File: config.mk
export PLATFORM = sky130hd
export DESIGN_NAME = tone_decoder
export DESIGN_NICKNAME = d
export VERILOG_FILES = /design/src/rtl/piano_pkg.sv /design/src/rtl/edge_sync.sv /design/src/rtl/tone_decoder.sv
export SDC_FILE = /design/constraint.sdc
export NUM_CORES = 1
export LEC_CHECK = 0
export BUFFER_PORTS_ARGS = -buffer_cell sky130_fd_sc_hd__buf_2
export CELL_PAD_IN_SITES_DETAIL_PLACEMENT = 2
export CELL_PAD_IN_SITES_GLOBAL_PLACEMENT = 2
export CORE_ASPECT_RATIO = 0.8
export CORE_MARGIN = 4
export CORE_UTILIZATION = 35
export DETAILED_ROUTE_END_ITERATION = 16
export GPL_ROUTABILITY_DRIVEN = 0
export PLACE_DENSITY = 0.81
export SYNTH_ARGS = -nofsm -noshare
export SYNTH_HDL_FRONTEND = slang
export SYNTH_HIERARCHICAL = 1
export SYNTH_SLANG_ARGS = --single-unit
File: constraint.sdc
create_clock -name clk_in -period 3.1 [get_ports clk_in]
set_input_delay 0.93 -clock clk_in [delete_from_list [all_inputs] [get_ports clk_in]]
set_output_delay 0.93 -clock clk_in [all_outputs]
set_load 0.01 [all_outputs]
File: src/rtl/piano_pkg.sv
// Note codes and half-period constants shared by the note divider and the tone decoder.
package piano_pkg;

    localparam logic [2:0] NOTE_DO4 = 3'd0;
    localparam logic [2:0] NOTE_RE4 = 3'd1;
    localparam logic [2:0] NOTE_MI4 = 3'd2;
    localparam logic [2:0] NOTE_FA4 = 3'd3;
    localparam logic [2:0] NOTE_SOL4 = 3'd4;
    localparam logic [2:0] NOTE_LA4 = 3'd5;
    localparam logic [2:0] NOTE_SI4 = 3'd6;
    localparam logic [2:0] NOTE_DO5 = 3'd7;

    localparam int unsigned HP_DO4 = 191113;
    localparam int unsigned HP_RE4 = 170263;
    localparam int unsigned HP_MI4 = 151687;
    localparam int unsigned HP_FA4 = 143173;
    localparam int unsigned HP_SOL4 = 127553;
    localparam int unsigned HP_LA4 = 113637;
    localparam int unsigned HP_SI4 = 101239;
    localparam int unsigned HP_DO5 = 95557;

    // A measurement >= THR_x decodes to note x (or a lower note).
    localparam int unsigned THR_DO4 = (HP_DO4 + HP_RE4) / 2;
    localparam int unsigned THR_RE4 = (HP_RE4 + HP_MI4) / 2;
    localparam int unsigned THR_MI4 = (HP_MI4 + HP_FA4) / 2;
    localparam int unsigned THR_FA4 = (HP_FA4 + HP_SOL4) / 2;
    localparam int unsigned THR_SOL4 = (HP_SOL4 + HP_LA4) / 2;
    localparam int unsigned THR_LA4 = (HP_LA4 + HP_SI4) / 2;
    localparam int unsigned THR_SI4 = (HP_SI4 + HP_DO5) / 2;

    typedef enum logic [1:0] {
        LK_IDLE,
        LK_ARMED,
        LK_TRACK,
        LK_LOCKED
    } lock_state_e;

endpackage

File: src/rtl/edge_sync.sv
// Two-flop synchronizer for an asynchronous level, followed by a registered
// any-edge pulse (one clk_in cycle per rising or falling transition).
module edge_sync (
    input  logic clk_in,
    input  logic rst,
    input  logic async_in,
    output logic edge_pulse
);

    logic sync_1;
    logic sync_2;
    logic sync_3;

    always_ff @(posedge clk_in or posedge rst) begin
        if (rst) begin
            sync_1     <= 1'b0;
            sync_2     <= 1'b0;
            sync_3     <= 1'b0;
            edge_pulse <= 1'b0;
        end else begin
            sync_1     <= async_in;
            sync_2     <= sync_1;
            sync_3     <= sync_2;
            edge_pulse <= sync_2 ^ sync_3;
        end
    end

endmodule

File: src/rtl/tone_decoder.sv
// Measures the half-period of a square-wave tone and reports which of the
// eight scale notes Do4..Do5 is playing once it has been seen LOCK_CNT times.
module tone_decoder
    import piano_pkg::*;
#(
    parameter int CNT_W    = 18,
    parameter int LOCK_CNT = 4,
    parameter int TOL      = 4096,
    parameter int HP_SHIFT = 0
) (
    input  logic             clk_in,
    input  logic             rst,
    input  logic             tone_in,
    output logic [2:0]       note,
    output logic             note_valid,
    output logic             note_strobe,
    output logic [CNT_W-1:0] half_period,
    output lock_state_e      state_dbg
);

    localparam int MW   = CNT_W + 1;
    localparam int MC_W = $clog2(LOCK_CNT + 1);
    localparam logic [CNT_W-1:0] CNT_MAX = '1;
    localparam logic [MC_W-1:0]  LOCK_N  = MC_W'(LOCK_CNT);

    // HP_SHIFT scales every half-period constant down by 2^HP_SHIFT.
    localparam logic [MW-1:0] T_DO4  = MW'(THR_DO4 >> HP_SHIFT);
    localparam logic [MW-1:0] T_RE4  = MW'(THR_RE4 >> HP_SHIFT);
    localparam logic [MW-1:0] T_MI4  = MW'(THR_MI4 >> HP_SHIFT);
    localparam logic [MW-1:0] T_FA4  = MW'(THR_FA4 >> HP_SHIFT);
    localparam logic [MW-1:0] T_SOL4 = MW'(THR_SOL4 >> HP_SHIFT);
    localparam logic [MW-1:0] T_LA4  = MW'(THR_LA4 >> HP_SHIFT);
    localparam logic [MW-1:0] T_SI4  = MW'(THR_SI4 >> HP_SHIFT);
    localparam logic [MW-1:0] BAND_LO = MW'((HP_DO5 >> HP_SHIFT) - TOL);
    localparam logic [MW-1:0] BAND_HI = MW'((HP_DO4 >> HP_SHIFT) + TOL);

    logic             tone_edge;
    logic [CNT_W-1:0] cnt;
    logic [MW-1:0]    m;
    logic             timeout;

    logic             meas_vld;
    logic [MW-1:0]    m_q;
    logic             cls_vld;
    logic [2:0]       cls_q;
    logic [2:0]       cls_next;
    logic             oob_q;

    lock_state_e      state;
    logic [2:0]       cand;
    logic [MC_W-1:0]  match;
    logic [MC_W-1:0]  match_next;
    logic             set_q;
    logic             clr_q;
    logic [2:0]       pend_note;

    edge_sync u_edge_sync (
        .clk_in     (clk_in),
        .rst        (rst),
        .async_in   (tone_in),
        .edge_pulse (tone_edge)
    );

    assign m         = {1'b0, cnt} + MW'(1);
    assign timeout   = (cnt == CNT_MAX) && !tone_edge && (state != LK_IDLE);
    assign state_dbg = state;

    always_ff @(posedge clk_in or posedge rst) begin
        if (rst) begin
            cnt <= '0;
        end else if (tone_edge) begin
            cnt <= '0;
        end else if (cnt != CNT_MAX) begin
            cnt <= cnt + CNT_W'(1);
        end
    end

    // An edge while disarmed only arms; m = 2^CNT_W reads back as all-ones.
    always_ff @(posedge clk_in or posedge rst) begin
        if (rst) begin
            meas_vld    <= 1'b0;
            m_q         <= '0;
            half_period <= '0;
        end else begin
            meas_vld <= tone_edge && (state != LK_IDLE);
            if (tone_edge && (state != LK_IDLE)) begin
                m_q         <= m;
                half_period <= m[CNT_W] ? CNT_MAX : m[CNT_W-1:0];
            end
        end
    end

    always_comb begin
        if (m_q >= T_DO4)       cls_next = NOTE_DO4;
        else if (m_q >= T_RE4)  cls_next = NOTE_RE4;
        else if (m_q >= T_MI4)  cls_next = NOTE_MI4;
        else if (m_q >= T_FA4)  cls_next = NOTE_FA4;
        else if (m_q >= T_SOL4) cls_next = NOTE_SOL4;
        else if (m_q >= T_LA4)  cls_next = NOTE_LA4;
        else if (m_q >= T_SI4)  cls_next = NOTE_SI4;
        else                    cls_next = NOTE_DO5;
    end

    always_ff @(posedge clk_in or posedge rst) begin
        if (rst) begin
            cls_vld <= 1'b0;
            cls_q   <= NOTE_DO4;
            oob_q   <= 1'b0;
        end else begin
            cls_vld <= meas_vld;
            if (meas_vld) begin
                cls_q <= cls_next;
                oob_q <= (m_q < BAND_LO) || (m_q > BAND_HI);
            end
        end
    end

    always_comb begin
        match_next = MC_W'(1);
        if ((state != LK_ARMED) && (cls_q == cand)) begin
            match_next = (match == LOCK_N) ? LOCK_N : match + MC_W'(1);
        end
    end

    // note_valid is high while a locked note is on note; note_strobe is a
    // single-cycle pulse when note_valid rises or note changes while valid.
    always_ff @(posedge clk_in or posedge rst) begin
        if (rst) begin
            state       <= LK_IDLE;
            cand        <= NOTE_DO4;
            match       <= '0;
            set_q       <= 1'b0;
            clr_q       <= 1'b0;
            pend_note   <= NOTE_DO4;
            note        <= NOTE_DO4;
            note_valid  <= 1'b0;
            note_strobe <= 1'b0;
        end else begin
            set_q <= 1'b0;
            clr_q <= 1'b0;
            if (timeout) begin
                state <= LK_IDLE;
                match <= '0;
                clr_q <= 1'b1;
            end else if (state == LK_IDLE) begin
                if (tone_edge) state <= LK_ARMED;
            end else if (cls_vld) begin
                if (oob_q) begin
                    state <= LK_ARMED;
                    match <= '0;
                    clr_q <= 1'b1;
                end else begin
                    cand  <= cls_q;
                    match <= match_next;
                    if (match_next == LOCK_N) begin
                        set_q     <= 1'b1;
                        pend_note <= cls_q;
                        state     <= LK_LOCKED;
                    end else if (state != LK_LOCKED) begin
                        state <= LK_TRACK;
                    end
                end
            end

            note_strobe <= 1'b0;
            if (set_q) begin
                note        <= pend_note;
                note_valid  <= 1'b1;
                note_strobe <= !note_valid || (note != pend_note);
            end else if (clr_q) begin
                note_valid <= 1'b0;
            end
        end
    end

endmodule

==> flow_metrics.py, run 1 <==
metrics = {
    "cts": {
        "hold_buffers": 0,
        "post_cts_resized": 0,
        "root_buffer": "clkbuf_16",
        "ctsHtreeMaxLevel": 3,
        "clock_latency_ns": 0.34,
        "postCtsSetupBuffers": 0,
        "cts_made_buffers": 9,
        "cts_sinks": 83,
        "clockBufferDepth": 2,
        "clk_pin_slew_ns": 0.06,
        "cts_tree": "yes",
    },
    "floorplanning": {
        "core_um2": 11020,
        "die_w_um": 127.7,
        "io-pin-count": 28,
        "die_area_um2": 13240,
        "die_h_um": 103.7,
        "placementRows": 34,
        "start_util": 0.3638,
    },
    "layout": {
        "nets": 427,
        "num_antenna_cells": 0,
        "layout_commonest_cell": "dfrtp_1",
        "area_growth_pct": 14.20,
        "drive_gt1_frac": 0.1620,
        "utilization": 0.4155,
        "postLayoutCellArea_um2": 4578,
        "final_cell_mix": "83 x dfrtp_1, 42 x nand2_1, 32 x o21ai_0",
    },
    "route": {
        "drt_first_pass_iters": 4,
        "vias_per_cell": 5.567,
        "wl_per_cell_um": 19.75,
        "num_vias": 3173,
        "ant_nets": 0,
        "drt-initial-drc-count": 125,
        "routed_wl_um": 11260,
        "route.detailed.drc": 0,
    },
    "yosys": {
        "ys.warnings.count": 6,
        "netlist_area_um2": 4009,
        "synth_area_per_cell_um2": 9.923,
        "syn_nets": 410,
        "synth_edf_count": 0,
        "synth-main-ff-cell": "dfrtp_1",
        "async_flop_share": 1.000,
        "ys_seq_area_frac": 0.5181,
        "ys_seq_elements": 83,
        "syn_inst": 404,
        "synth_cell_type_count": 58,
    },
    "sta": {
        "worst_pin_slew_ns": 0.8769,
        "skew_ns": 0.004060,
        "rsz0062_at_grt": "false",
        "fin_crit_sh": 0.7302,
        "tns_ns": 0,
        "drv_slew": 0,
        "fmax_mhz": 441.8,
        "slew_headroom": 0.4100,
        "hold_viol": 0,
        "setup_viol": 0,
        "period_needed_ns": 2.264,
    },
    "critical_path": {
        "crit_fanout": 5,
        "crit_type": "flop to flop",
        "endpoint_kind": "flop",
        "cp-start-kind": "flop",
        "cp.required_ns": 3.32,
        "rr_worst_depth": 5,
        "cp_data_arrival_time_ns": 2.48,
    },
    "hold_path": {
        "hold_path.class": "flop to flop",
        "min_path_cells": 0,
    },
    "grt": {
        "grt_util_met3": 0.04115,
        "grt_max_degree": 80,
        "grt_antenna_before_repair": 0,
        "overflow": 0,
        "grt_pass1_vias": 3563,
        "met2_usage": 0.3005,
        "met1_usage": 0.2519,
        "grt_pass1_wl_um": 19580,
        "top_usage_layer": "met2",
        "grt_usage": 0.1836,
    },
    "run": {
        "maxCapViolations": 0,
    },
    "placement": {
        "dpl_cell_area_um2": 4250,
        "placement.io_buffers": 27,
        "hpwl_um": 7500,
    },
    "outcome": {
        "outcome": "finished, final reports clean",
    },
    "pwr": {
        "powerDensity_nw_per_um2": 582.0,
        "vdd_drop_max_v": 0.0003116,
        "p_leak_uw": 0.001991,
    },
}
[synth_stat cells (5+ instances only)]
cell type  number  share of area
o211ai_1        5         0.0094
xor2_1         13          0.028
clkbuf_1       17          0.016
a21oi_1        20          0.025
xnor2_1        11          0.024
o21ai_0        33          0.041
nor2_1         29          0.027
mux2_2         12          0.034
a211oi_1        7          0.013
inv_1          14          0.013
nand2_1        42          0.039
dfrtp_1        83           0.52
a31oi_1        13          0.020
nand4_1         9          0.014
nor3_1          7         0.0087
nand3_1        10          0.012
and2_1          8          0.012
[state kept, by name, indices dropped and copies added, names as in the netlist, 2 cells and up]
signal,flops
cls_q,3
note,3
match,3
cnt,18
half_period,18
state_dbg,2
pend_note,3
m_q,19
cand,3
[routing by layer]
layer  share of wire  wire length [um]  vias to the layer above
li1                -                 -                     1477
met1            0.47              5267                     1649
met2            0.50              5604                       41
met3           0.027               308                        6
met4          0.0069                78                        0
met5               0                 0                        -
[where the power goes]
group	leakage [uW]	internal [uW]	switching [uW]	total, uW
Combinational	0.000743	99.6	150	250
Clock	0.000156	732	447	1180
Sequential	0.00109	1150	81.9	1240
Total	0.00199	1990	679	2660
[worst max-delay path, cell delays in order (launching register included)]
cell	delay (ns)
dfrtp_1	0.43
xor2_1	0.17
nor4_1	0.78
and3_1	0.31
nand2_1	0.13
mux2_2	0.32
[final cells by class]
| cell class | instances | area (um2) |
|---|---|---|
| Sequential cell | 83 | 2077 |
| Tap cell | 144 | 180.2 |
| Fill cell | 1172 | 6440 |
| Clock buffer | 11 | 242.7 |
| Clock inverter | 5 | 85.08 |
| Inverter | 15 | 57.56 |
| Timing Repair Buffer | 31 | 177.7 |
| Multi-Input combinational cell | 281 | 1758 |
[cells by family after synthesis]
| logic type | Yosys count | synth area share |
|---|---|---|
| AO/OA/AOI/OAI | 101 | 0.1589 |
| multiplexers | 14 | 0.03870 |
| flip-flops | 83 | 0.5181 |
| AND/OR/NAND/NOR | 139 | 0.1782 |
| buffers and inverters | 40 | 0.04432 |
| XOR/XNOR | 24 | 0.05243 |
| adder cells (fa/ha/maj) | 3 | 0.009364 |
[worst paths after layout]
kind	start	end	slack [ns]
max in group asynchronous	rst	match[2]	2.08
worst max register to register	cls_q[1]	pend_note[1]	0.84
worst min register to register	u_edge_sync/sync_1	u_edge_sync/sync_2	0.36
worst max-delay path	cls_q[1]	pend_note[1]	0.84
worst min-delay path	u_edge_sync/sync_1	u_edge_sync/sync_2	0.36
min in group asynchronous	rst	u_edge_sync/sync_2	0.48
[through the flow]
step / setup slack (ns) / power [uW] / std cells / hold slack (ns)
3_5_place_dp: 0.8987 / 1499 / 554 / 0.3378
6_report: 0.8364 / 2664 / 570 / 0.3609
5_1_grt: 0.6690 / 2800 / 570 / 0.3918
3_3_place_gp: 1.005 / 1484 / 554 / 0.3385
4_1_cts: 0.8298 / 2701 / 570 / 0.3625
2_1_floorplan: 0.1466 / 1396 / 404 / 0.3312
(Power assumes the default switching activity.)
==> run 2, diff against run 1 <==
Settings changed: ABC_AREA set to 1, CORE_UTILIZATION 35 to 33, PLACE_DENSITY 0.81 to 0.82.
Clock period 3.1 ns to 1.9 ns, I/O delays scaled along.
==> run 2 against run 1 <==
Critical path depth is 5 higher. Non-clock buffer count grew 34. Area after synthesis up 5.1%. Cell count rose by 36%. Clock skew up 0.0075 ns. Sequential cell count did not move. Cell area rose by 16%. Global-route usage is 3.4 points higher. The flow now finishes with violations (negative setup slack). Power increased by 100%. Wire length is 49% higher.
==> flow_metrics.py, run 2 <==
metrics = {
    "outcome": {
        "outcome": "complete, but fails checks",
        "violations": "negative setup slack",
    },
    "placement": {
        "post-place-ws_ns": -0.08103,
        "hpwl_um": 10540,
        "placement.io_buffers": 27,
    },
    "layout": {
        "nets": 604,
        "regMostFlops": "m_q",
        "utilization": 0.4285,
        "num-fill-cells": 1433,
        "drive_gt1_frac": 0.2040,
        "top_regs": "m_q: 19 flops, cnt: 18 flops, half_period: 18 flops",
        "largest_reg_flops": 19,
        "area_growth_pct": 25.50,
        "final_cell_mix": "171 x nand2_1, 83 x dfrtp_1, 54 x inv_1",
        "layout_commonest_cell": "nand2_1",
        "num_antenna_cells": 0,
    },
    "critical_path": {
        "worstReg2RegStart": "cnt[0]",
        "endpoint_kind": "flop",
        "cp.required_ns": 2.18,
        "startpoint": "cnt[0]",
        "cpMaxStageDelayCell": "dfrtp_1",
        "critical-path-max-stage-delay_ns": 0.43,
        "cp_data_arrival_time_ns": 2.27,
        "crit_fanout": 3,
        "crit_chain": "buf_4 > nand3_2 > nor2_4 > nand2_2 > nor2_4 > nand2_4 > nor3_4 > xor2_1 > nand2_1 > nand2_1",
        "crit_type": "flop to flop",
        "cp-start-kind": "flop",
    },
    "grt": {
        "grt_pass1_wl_um": 24370,
        "grt_antenna_before_repair": 0,
        "grt_max_degree": 32,
        "overflow": 0,
        "grt_pass1_vias": 4314,
        "grt_usage": 0.2176,
    },
    "yosys": {
        "ys.warnings.count": 6,
        "synth_area_per_cell_um2": 7.921,
        "synth_cell_type_count": 35,
        "synth_edf_count": 0,
        "yosysTopAreaCellShare": 0.4929,
        "yosys-top-cells-area": "dfrtp_1 49%, nand2_1 16%, nand3_1 5.1%, inv_1 5.0%, nor2_1 3.9%",
        "ys_seq_elements": 83,
        "synth-main-ff-cell": "dfrtp_1",
        "syn_nets": 538,
        "yosysTopAreaCell": "dfrtp_1",
        "syn_inst": 532,
        "synth_common_cells": "175 x nand2_1, 83 x dfrtp_1, 56 x inv_1",
        "async_flop_share": 1.000,
        "netlist_area_um2": 4214,
        "synth.most_common_cell": "nand2_1",
        "ys_seq_area_frac": 0.4929,
    },
    "route": {
        "route.detailed.drc": 0,
        "vias_per_cell": 5.137,
        "wl_per_cell_um": 21.67,
        "drt-initial-drc-count": 249,
        "drt_first_pass_iters": 4,
        "ant_nets": 0,
        "routed_wl_um": 16770,
        "num_vias": 3976,
    },
    "pwr": {
        "powerDensity_nw_per_um2": 1016,
        "vdd_drop_max_v": 0.0006934,
        "p_leak_uw": 0.002787,
    },
    "sta": {
        "rsz0062_at_grt": "true",
        "hold_viol": 0,
        "setup_viol": 27,
        "drv_slew": 0,
        "worst_pin_slew_ns": 0.4901,
        "period_needed_ns": 1.995,
        "slew_headroom": 0.6726,
        "setup_slack_ns": -0.09455,
        "skew_ns": 0.01158,
        "fmax_mhz": 501.4,
        "fin_crit_sh": 1.050,
    },
    "run": {
        "maxCapViolations": 0,
    },
    "floorplanning": {
        "die_h_um": 109.1,
        "io-pin-count": 28,
        "start_util": 0.3414,
        "die_w_um": 134.3,
        "placementRows": 36,
        "core_um2": 12340,
        "die_area_um2": 14650,
    },
    "hold_path": {
        "hold_path.class": "input port to async pin",
    },
    "cts": {
        "cts_made_buffers": 9,
        "clk_pin_slew_ns": 0.07,
        "clockBufferDepth": 2,
        "clock_latency_ns": 0.36,
        "cts_tree": "yes",
        "root_buffer": "clkbuf_16",
        "ctsHtreeMaxLevel": 3,
        "cts_sinks": 83,
    },
}
-- run 2: changes by cell type after synthesis, moves of 8 or more --
cell and change:
nor2_1 +15, a31oi_1 -12, nand2_1 +133, clkbuf_1 -11, mux2_2 -12, inv_1 +42, and2_1 -8, nand3_1 +33
-- run 2: logic make-up (layout without fill, tap and decap cells) --
kind of cell               after synthesis  count (layout)  share of synthesized area
AOI/OAI and AO/OA                       58              58                    0.07839
and+or+nand+nor                        304             304                     0.3204
DFF                                     83              83                     0.4929
xor gates and xnor gates                17              17                    0.03533
buffers and inverters                   67             138                    0.06413
adders and majority gates                3               3                   0.008908
-- run 2: worst paths after layout --
| check | endpoint | slack, ns | cells past startpoint |
|---|---|---|---|
| min in group clk_in | u_edge_sync/sync_1 | 0.32 | 1 |
| setup reg to reg | cnt[15] | -0.09 | 10 |
| setup / recovery | cnt[15] | -0.09 | 10 |
| hold reg to reg | u_edge_sync/sync_2 | 0.36 | 0 |
| max in group asynchronous | half_period[13] | 1.10 | 3 |
| hold / removal | u_edge_sync/sync_2 | 0.12 | 2 |
-- run 2: what timing repair did --
action                                  in CTS  in global routing
setup buffers                                8                 17
hold buffers                                 0                  0
pin swaps                                    6                 16
endpoints found under the setup margin      27                 39
gates resized for setup                      9                 19
-- run 2: final cells by class --
type                       instances  area, um2  area share
clock buffer                      10      239.0     0.04519
clock inverter                     6      88.84     0.01680
inverter                          57      222.7     0.04211
multi-input combinational        382       1986      0.3754
sequential                        83       2077      0.3927
tap                              171      214.0     0.04045
timing repair buffer              65      461.7     0.08730
-- run 2: metrics by stage --
stage | power (uW) | cells | hold slack, ns | cell area (um2) | setup TNS [ns]
6_report | 5375 | 774 | 0.1214 | 5289 | -0.8850
5_1_grt | 5651 | 774 | 0.1181 | 5289 | -3.078
4_1_cts | 5258 | 757 | 0.1079 | 5077 | 0
3_5_place_dp | 3232 | 733 | 0.3504 | 4637 | -0.3931
3_3_place_gp | 3142 | 733 | 0.3365 | 4637 | 0
2_1_floorplan | 2814 | 532 | 0.3312 | 4218 | 0
-- run 2: power by group --
part	switching, uW	internal (uW)
combinational	740	432
sequential	236	1970
clock	805	1190
-- run 2: per-layer routing --
metal | wire length (um) | GRT usage
met1 | 7347 | 0.2832
met2 | 8562 | 0.3734
met3 | 516 | 0.03598
met4 | 343 | 0.06977
met5 | 0 | 0
-- run 2: worst max-delay path, delay by kind of cell (launching register included) --
| family | cells | cell delay [ns] |
|---|---|---|
| flops | 1 | 0.43 |
| buf+inv | 1 | 0.16 |
| xor+xnor | 1 | 0.24 |
| simple gates | 8 | 1.07 |
